$ cat src/rtl/wb_port_arb_pkg.sv
// Shared core constants for the register-file write-port arbiter.
package wb_port_arb_pkg;
    localparam int XLEN       = 32;
    localparam int REG_ADDR_W = 5;
endpackage

$ cat src/rtl/wb_llu_fifo.sv
// Small in-order buffer for long-latency results, with per-entry WAW kill and
// a source-register busy compare for ID hazard detection.
module wb_llu_fifo
    import wb_port_arb_pkg::*;
#(
    parameter int W     = XLEN,
    parameter int DEPTH = 2
) (
    input  logic                  clk,
    input  logic                  rst,
    input  logic                  push,
    input  logic [REG_ADDR_W-1:0] push_addr,
    input  logic [W-1:0]          push_data,
    input  logic                  pop,
    input  logic                  kill,
    input  logic [REG_ADDR_W-1:0] kill_addr,
    input  logic [REG_ADDR_W-1:0] rs1,
    input  logic [REG_ADDR_W-1:0] rs2,
    output logic                  ready,
    output logic                  head_occupied,
    output logic                  head_valid,
    output logic [REG_ADDR_W-1:0] head_addr,
    output logic [W-1:0]          head_data,
    output logic                  busy
);
    localparam int PW = $clog2(DEPTH);
    localparam int CW = PW + 1;

    logic [DEPTH-1:0]      valid;
    logic [REG_ADDR_W-1:0] addr_mem [DEPTH];
    logic [W-1:0]          data_mem [DEPTH];
    logic [PW-1:0]         rd_ptr;
    logic [PW-1:0]         wr_ptr;
    logic [CW-1:0]         count;

    assign ready         = (count < CW'(DEPTH));
    assign head_occupied = (count != '0);
    assign head_valid    = valid[rd_ptr];
    assign head_addr     = addr_mem[rd_ptr];
    assign head_data     = data_mem[rd_ptr];

    // Kill runs before the push so a same-edge push of a matching rd stays valid.
    always_ff @(posedge clk) begin
        if (rst) begin
            valid  <= '0;
            rd_ptr <= '0;
            wr_ptr <= '0;
            count  <= '0;
        end else begin
            for (int i = 0; i < DEPTH; i++) begin
                if (kill && addr_mem[i] == kill_addr) valid[i] <= 1'b0;
            end
            if (pop) begin
                valid[rd_ptr] <= 1'b0;
                rd_ptr        <= rd_ptr + 1'b1;
            end
            if (push) begin
                valid[wr_ptr] <= 1'b1;
                wr_ptr        <= wr_ptr + 1'b1;
            end
            case ({push, pop})
                2'b10:   count <= count + 1'b1;
                2'b01:   count <= count - 1'b1;
                default: count <= count;
            endcase
        end
    end

    always_ff @(posedge clk) begin
        if (push && !rst) begin
            addr_mem[wr_ptr] <= push_addr;
            data_mem[wr_ptr] <= push_data;
        end
    end

    always_comb begin
        busy = 1'b0;
        for (int i = 0; i < DEPTH; i++) begin
            if (valid[i] && ((addr_mem[i] == rs1 && rs1 != '0) ||
                             (addr_mem[i] == rs2 && rs2 != '0)))
                busy = 1'b1;
        end
    end
endmodule

$ cat src/rtl/wb_port_arb.sv
// Register-file write-port arbiter: pipeline writeback has priority, buffered
// long-latency results fill idle slots, and a starved head requests a WB hold.
module wb_port_arb
    import wb_port_arb_pkg::*;
#(
    parameter int XLEN_P       = XLEN,
    parameter int DEPTH        = 2,
    parameter int STARVE_LIMIT = 4
) (
    input  logic                  clk,
    input  logic                  rst,
    input  logic [XLEN_P-1:0]     wb_reg_wdata_i,
    input  logic [REG_ADDR_W-1:0] wb_reg_waddr_i,
    input  logic                  wb_reg_we_i,
    input  logic                  llu_valid_i,
    output logic                  llu_ready_o,
    input  logic [XLEN_P-1:0]     llu_wdata_i,
    input  logic [REG_ADDR_W-1:0] llu_waddr_i,
    input  logic [REG_ADDR_W-1:0] id_rs1_addr_i,
    input  logic [REG_ADDR_W-1:0] id_rs2_addr_i,
    output logic                  id_rs_busy_o,
    output logic                  fc_hold_o,
    output logic [XLEN_P-1:0]     rf_wdata_o,
    output logic [REG_ADDR_W-1:0] rf_waddr_o,
    output logic                  rf_we_o
);
    localparam int SW = $clog2(STARVE_LIMIT + 1);

    logic                  push;
    logic                  pop;
    logic                  kill;
    logic                  blocked;
    logic                  head_occupied;
    logic                  head_valid;
    logic [REG_ADDR_W-1:0] head_addr;
    logic [XLEN_P-1:0]     head_data;
    logic [SW-1:0]         starve_cnt;

    assign push    = llu_valid_i && llu_ready_o;
    assign kill    = wb_reg_we_i && (wb_reg_waddr_i != '0);
    assign blocked = head_valid && wb_reg_we_i;
    // A killed head needs no port, so it drains even while the pipeline writes.
    assign pop     = head_occupied && (!head_valid || !wb_reg_we_i);

    wb_llu_fifo #(
        .W     (XLEN_P),
        .DEPTH (DEPTH)
    ) u_fifo (
        .clk           (clk),
        .rst           (rst),
        .push          (push),
        .push_addr     (llu_waddr_i),
        .push_data     (llu_wdata_i),
        .pop           (pop),
        .kill          (kill),
        .kill_addr     (wb_reg_waddr_i),
        .rs1           (id_rs1_addr_i),
        .rs2           (id_rs2_addr_i),
        .ready         (llu_ready_o),
        .head_occupied (head_occupied),
        .head_valid    (head_valid),
        .head_addr     (head_addr),
        .head_data     (head_data),
        .busy          (id_rs_busy_o)
    );

    always_comb begin
        rf_we_o    = 1'b0;
        rf_waddr_o = wb_reg_waddr_i;
        rf_wdata_o = wb_reg_wdata_i;
        if (wb_reg_we_i) begin
            rf_we_o = (wb_reg_waddr_i != '0);
        end else if (head_valid) begin
            rf_waddr_o = head_addr;
            rf_wdata_o = head_data;
            rf_we_o    = (head_addr != '0);
        end
        if (rst) rf_we_o = 1'b0;
    end

    always_ff @(posedge clk) begin
        if (rst) begin
            starve_cnt <= '0;
            fc_hold_o  <= 1'b0;
        end else begin
            if (pop || !head_valid)
                starve_cnt <= '0;
            else if (blocked && starve_cnt != SW'(STARVE_LIMIT))
                starve_cnt <= starve_cnt + 1'b1;

            if (pop)
                fc_hold_o <= 1'b0;
            else if (blocked && starve_cnt == SW'(STARVE_LIMIT - 1))
                fc_hold_o <= 1'b1;
        end
    end
endmodule

$ cat config.mk
export PLATFORM = sky130hd
export DESIGN_NAME = wb_port_arb
export DESIGN_NICKNAME = d
export VERILOG_FILES = /design/src/rtl/wb_port_arb_pkg.sv /design/src/rtl/wb_llu_fifo.sv /design/src/rtl/wb_port_arb.sv
export SDC_FILE = /design/constraint.sdc
export NUM_CORES = 1
export LEC_CHECK = 0
export ABC_AREA = 1
export BUFFER_PORTS_ARGS = -buffer_cell sky130_fd_sc_hd__buf_2
export CAP_MARGIN = 20
export CORE_MARGIN = 3
export CORE_UTILIZATION = 35
export DETAILED_ROUTE_END_ITERATION = 6
export HOLD_SLACK_MARGIN = 0.03
export PLACE_DENSITY = 0.69
export SLEW_MARGIN = 10
export SYNTH_ARGS = -nofsm -noshare
export SYNTH_HDL_FRONTEND = slang
export SYNTH_SLANG_ARGS = --single-unit
$ cat constraint.sdc
create_clock -name clk -period 4.5 [get_ports clk]
set_input_delay 0.9 -clock clk [delete_from_list [all_inputs] [get_ports clk]]
set_output_delay 0.9 -clock clk [all_outputs]
set_load 0.1 [all_outputs]
# After elaboration in Yosys (flattened, before gate mapping)

Memory sizes are Yosys's and may differ from the RTL's. A register that Yosys moved wholly into a read port is not among the register bits.
Cells that the tools add are included.

Memory bits (writable): 74
Output and inout bits: 41
Memories kept: 2
Bits in latches: 0
Register bits after elaboration: 10
ROM bits: 0

Memories:

| memory          | depth | bits a word | read ports | clocked after memory_dff | wr ports | line              | RTL |
|---|---|---|---|---|---|---|---|
| u_fifo.data_mem | 2     | 32          | 1          | 1                        | 1        | wb_llu_fifo.sv:31 | `logic [W-1:0] data_mem [DEPTH];` |
| u_fifo.addr_mem | 2     | 5           | 3          | 1                        | 1        | wb_llu_fifo.sv:30 | `logic [REG_ADDR_W-1:0] addr_mem [DEPTH];` |

Reductions and logical operators: 32
Eq/ne operators: 10
Divide/modulo/power cells: 0
Multipliers: 0
Bitwise gates (word level): 3
Mux-type cells: 29
Shift-type cells: 0
Add/subtract/negate cells: 5
$lt $le $gt $ge: 5

Operators by type and width:

| cell                | number |
|---|---|
| $mux 32             | 2 |
| $eq 5x5->1          | 6 |
| $reduce_bool 5->1   | 4 |
| $mux 1              | 19 |
| $logic_and 1x1->1   | 17 |
| $mux 5              | 2 |
| $mux 2              | 3 |
| $logic_or 1x1->1    | 4 |
| $lt 1x2->1 const B  | 2 |
| $pmux 2 s2          | 1 |
| $reduce_bool 2->1   | 2 |
| $reduce_or 2->1     | 2 |
| $add 3x1->3 const B | 1 |
| $eq 3x2->1 const B  | 1 |
| $logic_not 1->1     | 3 |
| $ne 3x3->1 const B  | 1 |
| $add 1x1->1 const B | 2 |
| $add 2x1->2 const B | 1 |
| $and 2x2->2         | 1 |
| $demux 1 s1         | 2 |
| $eq 2x1->1 const B  | 1 |
| $eq 2x2->1 const B  | 1 |
| $ge 1x1->1 const B  | 2 |
| $lt 2x2->1 const B  | 1 |
| 3 further kinds     | 3 |

# Logic depth before layout (Yosys ltp)

Word-level depth: 10
Depth in mapped cells: 10
Depth with buffers taken out: 10

# Hierarchy

From an unflattened synthesis, not the netlist that was laid out.

Cells, all modules: 432
Area, all modules: 4291.6 µm²

Modules (own cells, without submodules):

| module      | instances | area an instance (µm²) | cells an instance | sequential area each (µm²) |
|---|---|---|---|---|
| wb_llu_fifo | 1         | 3474.6                 | 265               | 2362.3 |
| wb_port_arb | 1         | 817.0                  | 167               | 80.1 |

# Least setup slack after synthesis

No wires, ideal clock.

Path kind: register to register
Start: reg u_fifo.count[1]
End: mem u_fifo.addr_mem[0][0] (enable)
Stages on the path, launching flop included: 4
Path slack: 0.226 ns
Path buffers: 0
Data arrival time: 3.794 ns
Clock period less this slack: 4.274 ns
Cells stage by stage: dfxtp_1 -> inv_1 -> nand2_1 -> nor3_1

Cells in the longest elaborated chain, start to end: 5

RTL lines:

| element                      | line              | RTL |
|---|---|---|
| from (decl)                  | wb_llu_fifo.sv:34 | `logic [CW-1:0] count;` |
| from (signal assigned)       | wb_llu_fifo.sv:62 | `2'b10: count <= count + 1'b1;` |
| from (signal assigned)       | wb_llu_fifo.sv:63 | `2'b01: count <= count - 1'b1;` |
| from (signal assigned)       | wb_llu_fifo.sv:64 | `default: count <= count;` |
| $lt 2x2->1                   | wb_llu_fifo.sv:36 | `assign ready = (count < CW'(DEPTH));` |
| net llu_ready_o              | wb_port_arb.sv:16 | `output logic llu_ready_o,` |
| $logic_and 1x1->1            | wb_port_arb.sv:39 | `assign push = llu_valid_i && llu_ready_o;` |
| $logic_and 1x1->1            | wb_llu_fifo.sv:70 | `if (push && !rst) begin` |
| $mux 1                       | wb_llu_fifo.sv:70 |  |
| $mux 1 (implied by the code) | wb_llu_fifo.sv:71 | `addr_mem[wr_ptr] <= push_addr;` |
| to (decl)                    | wb_llu_fifo.sv:30 |  |

The timed path passes the listed nets, and every way through them passes these cells.

# Final worst setup path

Start: in wb_reg_we_i
End: out rf_wdata_o[19]

Cells in the longest elaborated chain, start to end: 1

RTL lines:

| element     | line              | RTL |
|---|---|---|
| from (decl) | wb_port_arb.sv:14 | `input logic wb_reg_we_i,` |
| $mux 32     | wb_port_arb.sv:71 | `if (wb_reg_we_i) begin` |
| to (decl)   | wb_port_arb.sv:23 | `output logic [XLEN_P-1:0] rf_wdata_o,` |

Every way passes these cells.

==> summary.md <==
| Metric | Value |
|---|---|
| Slew headroom | 0.4383 |
| Row count | 40 |
| Post-CTS Resized | 0 |
| Number of flops mapped to enable cells by yosys | 74 |
| Number of global-route vias before repair | 3376 |
| Hold Crit Class | reg -> reg |
| Total GRT Usage | 0.1411 |
| Minimum clock period | 3.323 ns |
| Pre-CTS WS | 1.175 ns |
| CTS clk-pin slew, worst paths | ~0.060 ns |
| Seq/Total Area, Yosys | 0.5622 |
| Synth area leaders | edfxtp_1, nand2_1, o21ai_2 |
| Setup crit start kind | input port |
| TritonRoute pass-1 iters | 4 |
| CTS tree | built |
| Worst skew pair latency | 0.33 ns |
| Required @ worst endpoint | about 3.6 ns |
| Layout cells sized above 1 | 0.3188 |
| Max clock buf depth | 2 |
| Ys async rst share | 0 |
| Final #Nets | slightly below 700 |
| P_leak | 2.465 nW |
| Pin count of the biggest net entering global routing | just over 70 |
| Final ANT Viol Nets | 0 |
| Yosys warning count | 0 |
| Hold Fails Final Rpt | 0 |
| Routed len/inst | between 10 and 15 microns |
| Syn Area/Cell | approximately 9.3 sq um |
| Initial antenna violation count | 1 |
| Switching share of power | 0.4596 |
| Critical Path, Cell by Cell | buf_2, nor2_2, inv_4, nand2_1, o21ai_2, buf_2 |
| CP peak stage delay | 0.60 ns |
| Final Instance Count excl. Fillers | ~760 |
| Finished Cell Area | between 5000 and 6000 sq um |
| Core area | ~12000 sq um |
| Net Count, Synth | between 500 and 600 |
| GR Overflow Total | 0 |
| Initial Utilization | 0.3602 |
| Setup Viol. Count Final | 0 |
| Diode count | 0 |
| Detailed router's first-iteration violation count | ~190 |
| Post-route setup TNS | 0 ns |
| DRC viols | 0 |
| Power Density | 587.2 nW/um^2 |
| Outcome | complete, no violations |
| Port Buffer Count | roughly 130 |
| Vias per cell | 4.479 |
| Peak fanout along the critical path | 71 |
| Crit Path Class | in -> out |
| Post-CTS Hold Buffers | 0 |
| Number of distinct library cells after synthesis | 26 |
| DP Area | around 5000 sq um |
| Synth Instances | around 470 |
| Slowest CP cell | inv_4 |
| NetSw | 1.473 mW |
| FMAX | 301.0 MHz |
| Yosys reg bits | 85 |
| Fin. max-slew vios | 0 |
| Dpl hpwl | ~7 mm |
| H-tree levels | 3 |
| Top_reg_cell synth | edfxtp_1 |
| Most numerous cell on the critical path | buf_2 |
| Top cell type's share of synthesized area | 0.5115 |
| Synth Cell Area | about 4300 sq um |
| CTS buffer count | 9 |
| MaxCap Viol Count | 0 |
| Combinational share of power | 0.432 |
| Placed Cells | ~750 |
| Gpl congestion | around 0.87 |
| Dominant cell type by area after synthesis | edfxtp_1 |
| Reg power frac | 0.316 |
| Final WL | 9.489 mm |
| Clk network pwr share | 0.252 |
| Ports | 129 |
| First-pass GRT wire length | approximately 16 mm |
| Commonest cells in the netlist | nand2_1, edfxtp_1, inv_1, o21ai_0, o21ai_2 |
| Peak VDD IR | slightly above 0.0003 V |
| CTS root buf | clkbuf_16 |
| TritonCTS Sinks | 85 |
| Final period utilization | 0.7383 |
| WP data arrival | about 2.4 ns |
| Slew @ Worst Pin | 0.8425 ns |
| Worst Slack Setup Final | about 1.2 ns |
| Post-CTS Setup Bufs | 0 |
| Skew final | 0.006545 ns |
| Die Y | between 100 and 150 microns |
| Layout area overhead | 25.63% |
| Die W | about 120 microns |
| Top-count cell post-synth | nand2_1 |
| Vias | approximately 3400 |
| Die area | between 10000 and 15000 sq um |
| Crit. End Element | primary output |
| RSZ-0062 raised after global routing | false |
| Power Internal | ~1.7 mW |
## worst paths after layout
path / startpoint / end / slack [ns] / cells past startpoint
max: wb_reg_we_i / rf_wdata_o[19] / 1.18 / 6
min: fc_hold_o$_SDFFE_PP0P_ / fc_hold_o$_SDFFE_PP0P_ / 0.44 / 2
max reg2reg: u_fifo.rd_ptr$_SDFFE_PP0P_ / u_fifo.count[1]$_SDFFE_PP0P_ / 2.66 / 10
min reg2reg: fc_hold_o$_SDFFE_PP0P_ / fc_hold_o$_SDFFE_PP0P_ / 0.44 / 2
## critical path: cells and delay by family
| kind | cells | cell delay (ns) |
|---|---|---|
| buffers and inverters | 3 | 1.16 |
| and+or+nand+nor | 2 | 0.21 |
| AOI/OAI and AO/OA | 1 | 0.09 |
## area by class of cell
class / instances / area (sq um)
Multi-Input combinational cell: 293 / 1520
Clock buffer: 9 / 225.2
Sequential cell: 85 / 2444
Fill cell: 1156 / 6604
Timing Repair Buffer: 131 / 683.2
Clock inverter: 6 / 102.6
Inverter: 72 / 272.8
Tap cell: 168 / 210.2
## layout by cell type (no fill, tap or decap), drive strengths merged
| cell type | count |
|---|---|
| nand2 | 142 |
| buf | 131 |
| o21ai | 77 |
| edfxtp | 74 |
| inv | 72 |
| nor2 | 22 |
| nand3 | 11 |
| dfxtp | 11 |
| a21oi | 9 |
| clkbuf | 9 |
| xnor2 | 8 |
| xor2 | 6 |
| o22ai | 5 |
| ha | 4 |
| nand3b | 3 |
| nand4 | 3 |
| bufinv | 3 |
| clkinv | 3 |
| o21a | 1 |
| nor3 | 1 |
| or2 | 1 |
## metrics by stage
| stage | utilization | hold slack, ns | power [mW] |
|---|---|---|---|
| after global routing | 0.4525 | 0.4707 | 3.374 |
| after detailed placement | 0.4253 | 0.4368 | 2.425 |
| after global placement | 0.4230 | 0.4355 | 2.404 |
| after floorplan | - | 0.4570 | 2.221 |
| after CTS | 0.4525 | 0.4451 | 3.246 |
| final | 0.4525 | 0.4407 | 3.205 |
## logic make-up after synthesis
group,synth area share
AND/OR/NAND/NOR,0.1682
AO/OA/AOI/OAI,0.1391
buffers and inverters,0.09073
flip-flops,0.5622
XOR/XNOR,0.02823
adder cells (fa/ha/maj),0.01152
## flip-flops by register name, summed over array words and instances (netlist names), named ones only
register / cells
u_fifo.count: 2
fc_hold_o: 1
u_fifo.wr_ptr: 1
starve_cnt: 3
u_fifo.data_mem: 64
u_fifo.valid: 2
u_fifo.addr_mem: 10
u_fifo.rd_ptr: 1
## layer usage
layer | global-route usage | share of wire
met5 | 0 | 0.0014
met4 | 0.06452 | 0.025
met3 | 0.03375 | 0.055
met2 | 0.2413 | 0.48
met1 | 0.1684 | 0.44
## power groups by stage
stage	Clock (mW)	Sequential, mW	Combinational, mW
4_1_cts	0.834	1.01	1.40
5_1_grt	0.874	1.03	1.47
6_report	0.809	1.01	1.38
3_5_place_dp	0	1.03	1.39
3_3_place_gp	0	1.03	1.38
2_1_floorplan	0	0.988	1.23
Note: power is estimated with default switching activity, not from simulation.
